<file path="src/rtl/ms_pkg.sv">
// ms_pkg: shared definitions for the minesweeper generator.
//   - Board geometry (BOARD_W, CELLS, ADJ_W) and the cell index type.
//   - Generator FSM state encoding and a packed debug view of the FSM.
//   - nbr_mask(): in-board 8-neighbour mask of a cell. It is used both by the
//     adjacency sweep and by the safe-cell exclusion.
//   - count_adj(): number of mined neighbours of a cell.
// Optional feature macro: MS_GEN_SAFE_CELL_EN. It lowers MAX_MINES because up
// to 9 cells can be kept mine-free.
package ms_pkg;

  localparam int BOARD_W = 8;
  localparam int CELLS   = BOARD_W * BOARD_W;
  localparam int ADJ_W   = 4;

  typedef logic [5:0] cell_idx_t;
  typedef logic [2:0] gen_state_t;

  localparam gen_state_t GS_IDLE  = 3'd0;
  localparam gen_state_t GS_CLEAR = 3'd1;
  localparam gen_state_t GS_PICK  = 3'd2;
  localparam gen_state_t GS_COUNT = 3'd3;
  localparam gen_state_t GS_DONE  = 3'd4;

`ifdef MS_GEN_SAFE_CELL_EN
  localparam int MAX_MINES = 55;
`else
  localparam int MAX_MINES = 63;
`endif

  typedef struct packed {
    gen_state_t state;
    logic [6:0] placed;
    cell_idx_t  sweep_idx;
  } gen_dbg_t;

  // Bit k is set when cell k touches idx (including diagonals) and lies on
  // the board. The cell itself is never included. There is no wrap-around
  // between opposite edges.
  function automatic logic [CELLS-1:0] nbr_mask(input cell_idx_t idx);
    logic [CELLS-1:0] m;
    cell_idx_t        ni;
    int               row;
    int               col;
    int               r;
    int               c;
    m   = '0;
    row = int'(idx[5:3]);
    col = int'(idx[2:0]);
    for (int dr = -1; dr <= 1; dr++) begin
      for (int dc = -1; dc <= 1; dc++) begin
        r  = row + dr;
        c  = col + dc;
        ni = cell_idx_t'(r * BOARD_W + c);
        if (!(dr == 0 && dc == 0) && r >= 0 && r < BOARD_W && c >= 0 && c < BOARD_W) begin
          m[ni] = 1'b1;
        end
      end
    end
    return m;
  endfunction

  function automatic logic [ADJ_W-1:0] count_adj(input cell_idx_t idx,
                                                 input logic [CELLS-1:0] mine);
    return ADJ_W'($countones(nbr_mask(idx) & mine));
  endfunction

endpackage

</file>
<file path="src/rtl/ms_mine_gen_if.sv">
// ms_mine_gen_if: bundle between the minefield generator and its consumer.
//   gen_reset  consumer -> generator  start/restart request
//   safe_cell  consumer -> generator  cell kept mine-free (MS_GEN_SAFE_CELL_EN)
//   mine       generator -> consumer  64-bit mine map
//   adj        generator -> consumer  4-bit adjacent-mine count per cell
//   gen_done   generator -> consumer  board and adj valid
//   busy       generator -> consumer  generation in progress
//   dbg        generator -> consumer  FSM state, placed count, sweep index
//
// Handshake: gen_reset is a one-way request with no ready. It is sampled
// every clock and always wins, even while busy or done. gen_done is a level
// "valid". It is held until the next request or reset, and while it is high
// mine/adj are frozen.
interface ms_mine_gen_if;
  import ms_pkg::*;

  logic                   gen_reset;
  cell_idx_t              safe_cell;
  logic [CELLS-1:0]       mine;
  logic [CELLS*ADJ_W-1:0] adj;
  logic                   gen_done;
  logic                   busy;
  gen_dbg_t               dbg;

  modport master (
    input  gen_reset, safe_cell,
    output mine, adj, gen_done, busy, dbg
  );

  modport slave (
    output gen_reset, safe_cell,
    input  mine, adj, gen_done, busy, dbg
  );

endinterface

</file>
<file path="src/rtl/ms_lfsr16.sv">
// ms_lfsr16: 16-bit Galois LFSR, polynomial x^16+x^14+x^13+x^11.
//   clk    in   system clock
//   reset  in   synchronous active-high, loads seed
//   seed   in   16-bit load value (nonzero)
//   q      out  current LFSR state; advances every clock out of reset
module ms_lfsr16 (
  input  logic        clk,
  input  logic        reset,
  input  logic [15:0] seed,
  output logic [15:0] q
);

  // Right-shifting Galois form. The feedback bit is the LSB, applied to
  // taps 16, 14, 13 and 11.
  localparam logic [15:0] TAPS = 16'hB400;

  always_ff @(posedge clk) begin
    if (reset) begin
      q <= seed;
    end else if (q[0]) begin
      q <= (q >> 1) ^ TAPS;
    end else begin
      q <= q >> 1;
    end
  end

endmodule

</file>
<file path="src/rtl/ms_mine_gen.sv">
// ms_mine_gen: minefield generator for the 8x8 board.
//   The generator clears the board and drops MINE_COUNT mines on distinct
//   pseudo-random cells. It then sweeps all 64 cells, one per clock, and
//   stores each cell's adjacent-mine count.
//   Ports:
//     clk      in   system clock
//     reset    in   synchronous, active-high; has priority over gen_reset
//     gen_bus  ms_mine_gen_if.master: gen_reset, safe_cell in;
//              mine, adj, gen_done, busy, dbg out
//   Parameters: MINE_COUNT (1..63, or 1..55 with the safe cell enabled),
//               SEED (nonzero LFSR load value).
//   Optional feature macro: MS_GEN_SAFE_CELL_EN. When it is defined,
//   safe_cell is captured in CLEAR, and that cell and its neighbours never
//   receive a mine.
module ms_mine_gen
  import ms_pkg::*;
#(
  parameter int          MINE_COUNT = 10,
  parameter logic [15:0] SEED       = 16'hACE1
) (
  input logic             clk,
  input logic             reset,
  ms_mine_gen_if.master   gen_bus
);

  if (MINE_COUNT < 1 || MINE_COUNT > MAX_MINES) begin : g_bad_mine_count
    $error("ms_mine_gen: MINE_COUNT=%0d outside legal range 1..%0d", MINE_COUNT, MAX_MINES);
  end
  if (SEED == 16'h0000) begin : g_bad_seed
    $error("ms_mine_gen: SEED must be nonzero");
  end

  gen_state_t             state;
  logic [CELLS-1:0]       mine_q;
  logic [CELLS*ADJ_W-1:0] adj_q;
  logic                   gen_done_q;
  logic [6:0]             placed;
  cell_idx_t              sweep_idx;
  logic [15:0]            lfsr;

  cell_idx_t              cand;
  logic                   cand_excl;
  logic                   pick_ok;
  logic                   last_pick;
  logic                   unused_lfsr_hi;

  // The LFSR runs in every state. The moment the user asks for a board
  // therefore decides which candidate sequence the board is built from.
  ms_lfsr16 u_lfsr (
    .clk   (clk),
    .reset (reset),
    .seed  (SEED),
    .q     (lfsr)
  );

  assign cand           = lfsr[5:0];
  assign unused_lfsr_hi = ^lfsr[15:6];

`ifdef MS_GEN_SAFE_CELL_EN
  // Exclusion mask captured in CLEAR. It holds the safe cell plus its
  // in-board neighbours.
  logic [CELLS-1:0] excl_q;

  always_ff @(posedge clk) begin
    if (reset) begin
      excl_q <= '0;
    end else if (!gen_bus.gen_reset && state == GS_CLEAR) begin
      excl_q <= nbr_mask(gen_bus.safe_cell) | (64'd1 << gen_bus.safe_cell);
    end
  end

  assign cand_excl = excl_q[cand];
`else
  logic unused_safe_cell;
  assign unused_safe_cell = ^gen_bus.safe_cell;
  assign cand_excl        = 1'b0;
`endif

  assign pick_ok   = !mine_q[cand] && !cand_excl;
  // When this attempt lands, placed will reach MINE_COUNT.
  assign last_pick = pick_ok && (placed == 7'(MINE_COUNT - 1));

  always_ff @(posedge clk) begin
    if (reset) begin
      state      <= GS_IDLE;
      mine_q     <= '0;
      adj_q      <= '0;
      gen_done_q <= 1'b0;
      placed     <= '0;
      sweep_idx  <= '0;
    end else if (gen_bus.gen_reset) begin
      // A restart wins over any in-flight work. The clearing happens in
      // CLEAR on the next clock.
      state <= GS_CLEAR;
    end else begin
      case (state)
        GS_IDLE: begin
          state <= GS_IDLE;
        end
        GS_CLEAR: begin
          mine_q     <= '0;
          adj_q      <= '0;
          placed     <= '0;
          gen_done_q <= 1'b0;
          sweep_idx  <= '0;
          state      <= GS_PICK;
        end
        GS_PICK: begin
          // A rejected candidate costs one cycle and changes nothing. The
          // free-running LFSR offers a new candidate on the next clock.
          if (pick_ok) begin
            mine_q[cand] <= 1'b1;
            placed       <= placed + 7'd1;
          end
          if (last_pick) begin
            sweep_idx <= '0;
            state     <= GS_COUNT;
          end
        end
        GS_COUNT: begin
          adj_q[{sweep_idx, 2'b00} +: ADJ_W] <= count_adj(sweep_idx, mine_q);
          if (sweep_idx == cell_idx_t'(CELLS - 1)) begin
            state <= GS_DONE;
          end else begin
            sweep_idx <= sweep_idx + 6'd1;
          end
        end
        GS_DONE: begin
          gen_done_q <= 1'b1;
        end
        default: begin
          state <= GS_IDLE;
        end
      endcase
    end
  end

  assign gen_bus.mine     = mine_q;
  assign gen_bus.adj      = adj_q;
  assign gen_bus.gen_done = gen_done_q;
  assign gen_bus.busy     = (state == GS_CLEAR) || (state == GS_PICK) || (state == GS_COUNT);
  assign gen_bus.dbg      = '{state: state, placed: placed, sweep_idx: sweep_idx};

endmodule
</file>
<file path="src/flat_wrapper.sv">
// flat-port wrapper written by rule: the top's interface ports become plain ports
module ms_mine_gen_flat import ms_pkg::*;
#(
  parameter int          MINE_COUNT = 10,
  parameter logic [15:0] SEED       = 16'hACE1
)
  (clk, reset, gen_bus_gen_reset, gen_bus_safe_cell, gen_bus_mine, gen_bus_adj, gen_bus_gen_done, gen_bus_busy, gen_bus_dbg);
  ms_mine_gen_if gen_bus_i ();
  input logic clk;
  input logic reset;
  input wire logic [$bits(gen_bus_i.gen_reset)-1:0] gen_bus_gen_reset;
  input wire logic [$bits(gen_bus_i.safe_cell)-1:0] gen_bus_safe_cell;
  output wire logic [$bits(gen_bus_i.mine)-1:0] gen_bus_mine;
  output wire logic [$bits(gen_bus_i.adj)-1:0] gen_bus_adj;
  output wire logic [$bits(gen_bus_i.gen_done)-1:0] gen_bus_gen_done;
  output wire logic [$bits(gen_bus_i.busy)-1:0] gen_bus_busy;
  output wire logic [$bits(gen_bus_i.dbg)-1:0] gen_bus_dbg;
  assign gen_bus_i.gen_reset = gen_bus_gen_reset;
  assign gen_bus_i.safe_cell = gen_bus_safe_cell;
  assign gen_bus_mine = gen_bus_i.mine;
  assign gen_bus_adj = gen_bus_i.adj;
  assign gen_bus_gen_done = gen_bus_i.gen_done;
  assign gen_bus_busy = gen_bus_i.busy;
  assign gen_bus_dbg = gen_bus_i.dbg;
  ms_mine_gen #(.MINE_COUNT(MINE_COUNT), .SEED(SEED)) u_core (.clk(clk), .reset(reset), .gen_bus(gen_bus_i));
endmodule
</file>
<file path="config.mk">
export PLATFORM = sky130hd
export DESIGN_NAME = ms_mine_gen_flat
export DESIGN_NICKNAME = d
export VERILOG_FILES = /design/src/rtl/ms_pkg.sv /design/src/rtl/ms_mine_gen_if.sv /design/src/rtl/ms_lfsr16.sv /design/src/rtl/ms_mine_gen.sv /design/src/flat_wrapper.sv
export SDC_FILE = /design/constraint.sdc
export NUM_CORES = 1
export LEC_CHECK = 0
export BUFFER_PORTS_ARGS = -buffer_cell sky130_fd_sc_hd__buf_2
export CORE_UTILIZATION = 40
export DETAILED_ROUTE_END_ITERATION = 16
export PLACE_DENSITY = 0.73
export SYNTH_ARGS = -nofsm -noshare
export SYNTH_HDL_FRONTEND = slang
export SYNTH_HIERARCHICAL = 1
export SYNTH_SLANG_ARGS = --single-unit
</file>
<file path="constraint.sdc">
create_clock -name clk -period 10.75 [get_ports clk]
set_input_delay 3.225 -clock clk [delete_from_list [all_inputs] [get_ports clk]]
set_output_delay 3.225 -clock clk [all_outputs]
set_load 0.1 [all_outputs]
</file>
==> results of run 1 <==
## worst max-delay path by stage
stage | start | endpoint | slack, ns | cells after the start
finish | u_core/sweep_idx[0]$_SDFFE_PP0P_ | u_core/gen_bus.adj[94]$_SDFFE_PP0P_ | 0.72 | 29
global route | u_core/sweep_idx[1]$_SDFFE_PP0P_ | u_core/gen_bus.adj[254]$_SDFFE_PP0P_ | 0.25 | 30
CTS | u_core/sweep_idx[1]$_SDFFE_PP0P_ | u_core/gen_bus.adj[94]$_SDFFE_PP0P_ | 0.84 | 30
detailed placement | u_core/sweep_idx[1]$_SDFFE_PP0P_ | u_core/gen_bus.adj[94]$_SDFFE_PP0P_ | 0.89 | 30
global placement | u_core/sweep_idx[1]$_SDFFE_PP0P_ | u_core/gen_bus.adj[149]$_SDFFE_PP0P_ | 1.11 | 26
floorplan | u_core/sweep_idx[0]$_SDFFE_PP0P_ | u_core/gen_bus.adj[45]$_SDFFE_PP0P_ | 0.89 | 30
## synth_stat cells, types with 4 or more instances
library cell / instances / share of area (%)
or3_1: 4 / 0.14
a21o_1: 4 / 0.16
nor3_4: 11 / 0.97
mux2_4: 4 / 0.33
inv_1: 62 / 1.3
a22oi_1: 156 / 6.4
buf_2: 22 / 0.60
o22ai_1: 54 / 1.8
fa_1: 54 / 5.9
mux4_2: 6 / 0.73
nor3_2: 12 / 0.65
a32o_1: 52 / 2.8
mux2i_1: 22 / 1.2
o21ai_0: 89 / 2.4
ha_1: 25 / 1.7
nor3b_1: 8 / 0.33
and2_1: 9 / 0.31
clkbuf_1: 116 / 2.4
nand4_1: 31 / 1.1
xnor2_1: 26 / 1.2
xor2_1: 5 / 0.24
a31oi_1: 47 / 1.6
nand3b_1: 4 / 0.16
dfxtp_1: 353 / 38
nand2_1: 123 / 2.5
o21a_1: 18 / 0.73
buf_1: 10 / 0.20
nor3_1: 50 / 1.4
a21oi_1: 53 / 1.4
nor4_1: 9 / 0.31
o211ai_1: 13 / 0.53
o31ai_1: 8 / 0.33
a32oi_1: 63 / 3.0
nand3_1: 38 / 1.0
mux2_2: 27 / 1.6
nor2b_1: 20 / 0.68
and3_1: 23 / 0.78
or4_1: 5 / 0.20
nor2_1: 417 / 8.5
o21ai_1: 12 / 0.33
nand2b_1: 14 / 0.48
## power groups by stage
stage               sequential [W]  combinational, W  clock [W]
finish                     0.00133          0.000141    0.00131
global route               0.00133          0.000150    0.00138
CTS                        0.00133          0.000137    0.00132
detailed placement         0.00136          0.000137          0
global placement           0.00135          0.000133          0
floorplan                  0.00136          0.000102          0
## worst register-to-register path: cells and delay by family, from the launching register on
| family | cells | cell delay (ns) |
|---|---|---|
| fa+ha+maj | 13 | 5.84 |
| simple gates | 4 | 1.63 |
| mux | 1 | 0.09 |
| xor+xnor | 3 | 0.66 |
| flops | 1 | 0.53 |
| buf+inv | 5 | 0.40 |
| compound gates | 3 | 0.83 |
## sequential cells by signal (all words and copies together) (netlist names)
name	count
u_core/state	3
u_core/gen_bus.mine	64
u_core/u_lfsr/q	16
u_core/placed	7
u_core/gen_bus.adj	256
u_core/sweep_idx	6
u_core/gen_bus.gen_done	1
## per-stage QoR
| step | area [µm²] | hold WS (ns) | power, W |
|---|---|---|---|
| detailed placement | 20830 | 0.4453 | 0.001492 |
| global route | 22050 | 0.4762 | 0.002854 |
| global placement | 20830 | 0.4367 | 0.001488 |
| floorplan | 18490 | 0.4339 | 0.001461 |
| finish | 22050 | 0.4602 | 0.002776 |
| CTS | 22050 | 0.4618 | 0.002784 |
## layout make-up
cell class / count / area [µm²]
fill: 4365 / 23330
multi-input combinational: 1580 / 10540
sequential: 353 / 7068
timing repair buffer: 409 / 2228
clock buffer: 50 / 1077
tap: 600 / 750.7
inverter: 67 / 251.5
clock inverter: 13 / 142.6
## per-layer routing
layer | part of all wire (%) | vias to the layer above | global-route usage, %
met1 | 39 | 9082 | 39.72
met2 | 45 | 1108 | 48.54
li1 | - | 8411 | -
met4 | 5.4 | 0 | 15.38
met3 | 11 | 235 | 7.481
met5 | 0 | - | 0
## cells by family (layout without fill, tap and decap cells)
group	after synthesis	after routing	synth area share (%)
compound gates	599	599	23.02
fa+ha+maj	79	79	7.562
simple gates	790	790	20.02
flops	353	353	38.34
mux	59	59	3.903
other cells	2	16	0.04074
buf+inv	224	539	4.969
xor+xnor	37	37	2.138
==> impl_metrics.yaml, run 1 <==
run_status:
  status: "finished, final reports clean"
worst_setup_path:
  critical_path.endpoint_type: "flop"
  critPathTopFamily: "adder cells"
  reg2reg_setup_slack_ns: 0.72
  crit_top_cell: "fa_1"
  cp_slowest_cell: "nor3_1"
  cpPeakStageDelay_ns: 1.01
  start_kind: "flop"
  cp.required_ns: 11.26
  cp.arrival_ns: 10.54
  crit_type: "reg2reg"
  reg2reg_from: "u_core/sweep_idx[0]$_SDFFE_PP0P_"
  worstReg2RegEnd: "u_core/gen_bus.adj[94]$_SDFFE_PP0P_"
  cp_num_buf_inv: 5
  r2r_cells: 29
  path_max_fanout: 11
detailed_routing:
  wire_per_inst_um: 24.20
  ant_nets: 0
  first_pass_iters: 8
  via_per_inst: 6.132
  drc: 0
  drt-initial-drc-count: 2347
  finalWirelength_um: 74340
  vias: 18836
die:
  dieWidth_um: 216.7
  pin_count: 347
  initial_utilization_pct: 40.62
  row_count: 78
  core_area_mm2: 0.04538
  die_h_um: 216.7
  dieArea_mm2: 0.04694
placed_design:
  dpl_worst_slack_ns: 0.8939
  dp.cells: 3009
  io_buffer_count: 340
  routabilityCongestion: 1.005
  dp_hpwl_um: 54470
yosys:
  syn-cell-area_mm2: 0.01843
  syn_inst: 2143
  yosysSeqAreaShare_pct: 38.34
  yosysWarnings: 6
  avgSynthCellArea_um2: 8.601
  synth.distinct_cells: 79
  async_flop_share_pct: 0
  synth_edf_count: 0
  synthFlopType: "dfxtp_1"
  synth_seq_cells: 353
global_routing:
  grt_pass1_wl_um: 111200
  gr-total-overflow: 0
  grt_start_max_net_pins: 118
  track_usage_pct: 30.97
  grt_pass1_vias: 17648
  antenna_found_initial: 0
timing:
  finalWorstSetupSlack_ns: 0.7221
  slew_viol_final: 0
  fmax_mhz: 99.72
  fin_crit_ns: 10.03
  finalHoldViolations: 0
  fin_tns_setup_ns: 0
  rsz0062_at_grt: "no"
  fin_crit_sh_pct: 93.28
  setup_violations: 0
  clock_skew_ns: 0.02526
  slew_headroom_pct: 16.27
  worst_pin_slew_ns: 1.246
power_and_ir_drop:
  combPwrFrac_pct: 5.1
  p_sw_share_pct: 24.19
  power.density_mw_per_mm2: 125.9
  ir_drop_v: 0.0001158
  clockPowerShare_pct: 47.1
  seqPwrFrac_pct: 47.8
  internal-power_w: 0.002105
  leakagePower_nw: 9.026
  p_switching_w: 0.0006714
hold_path:
  worstHoldEndpoint: "u_core/u_lfsr/q[7]$_DFF_P_"
  min_path_cells: 1
  hp-class: "reg2reg"
  min-delay-start: "u_core/u_lfsr/q[8]$_DFF_P_"
clock_tree:
  cts_tree: "done"
  postCtsSetupBuffers: 0
  clk_latency_ns: 0.59
  clk_pin_slew_ns: 0.06
  cts_root_buf: "clkbuf_16"
  cts_buffers: 38
  clockBufferDepth: 3
  postCtsHoldBufs: 0
  cts_sinks: 353
  htree_levels: 2
  ctsResizeCount: 0
final_layout:
  antenna_cells: 0
  mostFrequentLayoutCells: "414 x nor2_1, 352 x dfxtp_1, 339 x buf_2, 156 x a22oi_1, 122 x nand2_1"
  layout_commonest_cell: "nor2_1"
  fin_util_pct: 48.60
  final_layout_size_suffix_gt1_share_pct: 22.41
  area_growth_pct: 19.64
  fin_cells: 3072
  num-nets-final: 2537
run:
  drv_cap: 0
(Power assumes the default switching activity.)
==> run 2: changes to the inputs <==
--- a/config.mk
+++ b/config.mk
@@ -5,10 +5,12 @@
 export SDC_FILE = /design/constraint.sdc
 export NUM_CORES = 1
 export LEC_CHECK = 0
+export ABC_AREA = 1
 export BUFFER_PORTS_ARGS = -buffer_cell sky130_fd_sc_hd__buf_2
 export CORE_UTILIZATION = 40
 export DETAILED_ROUTE_END_ITERATION = 16
-export PLACE_DENSITY = 0.73
+export PLACE_DENSITY = 0.72
+export REMOVE_ABC_BUFFERS = 1
 export SYNTH_ARGS = -nofsm -noshare
 export SYNTH_HDL_FRONTEND = slang
 export SYNTH_HIERARCHICAL = 1
==> run 2 against run 1 <==
Register-to-register slack improved by 0.02 ns. Final cell count increased by 25%. Wire length increased by 1.5%.
==> impl_metrics.yaml, run 2 <==
yosys:
  synth_seq_cells: 353
  synth.distinct_cells: 58
  yosys.area.top_type_share_pct: 35.12
  async_flop_share_pct: 0
  synth_edf_count: 0
  avgSynthCellArea_um2: 7.065
  synth.area.top_cells: "dfxtp_1 35%, nand2_1 15%, a21oi_1 9.4%"
  synthFlopType: "dfxtp_1"
  yosysTopAreaCell: "dfxtp_1"
  yosysSeqAreaShare_pct: 35.12
  syn-cell-area_mm2: 0.02012
  yosys-top-cells-count: "796 x nand2_1, 377 x a21oi_1, 353 x dfxtp_1, 251 x inv_1, 218 x nor2_1"
  syn_inst: 2848
  yosysWarnings: 6
  synth.most_common_cell: "nand2_1"
global_routing:
  track_usage_pct: 28.56
  antenna_found_initial: 1
  grt_pass1_vias: 19223
  grt_pass1_wl_um: 113700
  grt_start_max_net_pins: 91
  gr-total-overflow: 0
final_layout:
  antenna_cells: 0
  fin_util_pct: 48.19
  area_growth_pct: 17.97
  final_layout_size_suffix_gt1_share_pct: 19.00
  largest_reg_flops: 256
  num-nets-final: 3237
  final_area_mm2: 0.02374
  fillCellCount: 5012
  mostFrequentLayoutCells: "795 x nand2_1, 377 x a21oi_1, 353 x dfxtp_1, 339 x buf_2, 250 x inv_1"
  fin_cells: 3843
  layout_commonest_cell: "nand2_1"
worst_setup_path:
  worstReg2RegEnd: "u_core/gen_bus.adj[221]$_SDFFE_PP0P_"
  crit_type: "reg2reg"
  reg2reg_from: "u_core/sweep_idx[0]$_SDFFE_PP0P_"
  critical_path.endpoint_type: "flop"
  crit_top_cell: "fa_1"
  cp_slowest_cell: "dfxtp_1"
  cp.arrival_ns: 10.48
  start_kind: "flop"
  cpPeakStageDelay_ns: 0.72
  cp.required_ns: 11.22
  reg2reg_setup_slack_ns: 0.74
  r2r_cells: 33
  path_max_fanout: 12
clock_tree:
  postCtsSetupBuffers: 0
  ctsResizeCount: 0
  clk_latency_ns: 0.57
  cts_buffers: 40
  cts_sinks: 353
  clockBufferDepth: 3
  clk_pin_slew_ns: 0.06
  cts_tree: "done"
  htree_levels: 2
  postCtsHoldBufs: 0
  cts_root_buf: "clkbuf_16"
power_and_ir_drop:
  p_switching_w: 0.001072
  combPwrFrac_pct: 17.4
  seqPwrFrac_pct: 40.5
  ir_drop_v: 0.0001023
  power_w: 0.003345
  leakagePower_nw: 9.833
  p_sw_share_pct: 32.03
  power.density_mw_per_mm2: 140.9
  clockPowerShare_pct: 42.1
  internal-power_w: 0.002274
detailed_routing:
  wl_met3_um: 7229
  ant_nets: 0
  wire_per_inst_um: 19.63
  finalWirelength_um: 75420
  via_per_inst: 5.536
  drc: 0
  first_pass_iters: 6
  drt-initial-drc-count: 2697
  vias: 21275
  routed-wl-met2_um: 33090
  top_layer_used: "met4"
  wl_met1_um: 31830
timing:
  finalHoldViolations: 0
  fmax_mhz: 99.91
  slew_viol_final: 0
  fin_tns_setup_ns: 0
  rsz0062_at_grt: "no"
  slew_headroom_pct: 10.58
  worst_pin_slew_ns: 1.331
  clock_skew_ns: 0.02578
  setup_violations: 0
  fin_crit_ns: 10.01
  fin_crit_sh_pct: 93.11
die:
  die_h_um: 226.3
  core_area_mm2: 0.04925
  initial_utilization_pct: 40.85
  dieArea_mm2: 0.05120
  pin_count: 347
  row_count: 81
  dieWidth_um: 226.3
placed_design:
  io_buffer_count: 340
  routabilityCongestion: 1.035
  dp_hpwl_um: 54720
  dp.cells: 3771
  placed_area_mm2: 0.02238
run_status:
  status: "finished, final reports clean"
hold_path:
  min-delay-start: "u_core/u_lfsr/q[6]$_DFF_P_"
  min_path_cells: 2
  hp-class: "reg2reg"
  worstHoldEndpoint: "u_core/u_lfsr/q[5]$_DFF_P_"
run:
  drv_cap: 0
run 2: how the worst max path moves through the flow:
stage,to,startpoint,slack [ns],depth (start not counted)
floorplan,u_core/gen_bus.adj[125]$_SDFFE_PP0P_,u_core/sweep_idx[4]$_SDFFE_PP0P_,0.19,30
global placement,u_core/gen_bus.adj[67]$_SDFFE_PP0P_,u_core/sweep_idx[0]$_SDFFE_PP0P_,0.95,37
detailed placement,u_core/gen_bus.adj[67]$_SDFFE_PP0P_,u_core/sweep_idx[0]$_SDFFE_PP0P_,0.94,36
CTS,u_core/gen_bus.adj[67]$_SDFFE_PP0P_,u_core/sweep_idx[0]$_SDFFE_PP0P_,0.90,37
global route,u_core/gen_bus.adj[51]$_SDFFE_PP0P_,u_core/sweep_idx[0]$_SDFFE_PP0P_,0.25,39
finish,u_core/gen_bus.adj[221]$_SDFFE_PP0P_,u_core/sweep_idx[0]$_SDFFE_PP0P_,0.74,33
run 2: cell type report:
| type | instances | area, µm² | share of cell area, % |
|---|---|---|---|
| inverter | 279 | 1070 | 4.507 |
| clock buffer | 59 | 1194 | 5.029 |
| tap | 664 | 830.8 | 3.500 |
| multi-input combinational | 2087 | 11320 | 47.68 |
| sequential | 353 | 7067 | 29.77 |
| clock inverter | 13 | 163.9 | 0.6906 |
| timing repair buffer | 388 | 2093 | 8.819 |
run 2: metal layers:
layer	global-route usage, %	up-vias
met5	0	-
met4	12.82	0
met3	5.507	186
met2	42.96	1103
met1	39.43	9960
li1	-	10026
run 2: metrics by stage:
stage | hold slack, ns | setup slack (ns)
after detailed placement | 0.4090 | 0.9381
final | 0.4249 | 0.7409
after global routing | 0.4475 | 0.2525
after floorplan | 0.3960 | 0.1862
after global placement | 0.4099 | 0.9520
after CTS | 0.4272 | 0.8966
run 2: critical path: cells and delay by family, from the launching register on:
kind | cells | cell delay, ns
buffers and inverters | 6 | 0.45
DFF | 1 | 0.72
AOI/OAI and AO/OA | 3 | 0.77
and+or+nand+nor | 10 | 1.85
adders and majority gates | 13 | 5.97
xor gates and xnor gates | 1 | 0.15
run 2: cells by family after synthesis:
kind of cell	Yosys count	share of synthesized area, %
flops	353	35.12
other cells	2	0.03733
simple gates	1362	31.05
xor+xnor	18	0.9702
fa+ha+maj	79	6.927
buf+inv	422	9.004
compound gates	612	16.89
run 2: power groups by stage:
stage	registers [W]	clock network (W)	logic, W
floorplan	0.00152	0	0.000263
global placement	0.00138	0	0.000566
detailed placement	0.00138	0	0.000567
CTS	0.00135	0.00143	0.000568
global route	0.00136	0.00147	0.000613
finish	0.00135	0.00141	0.000582
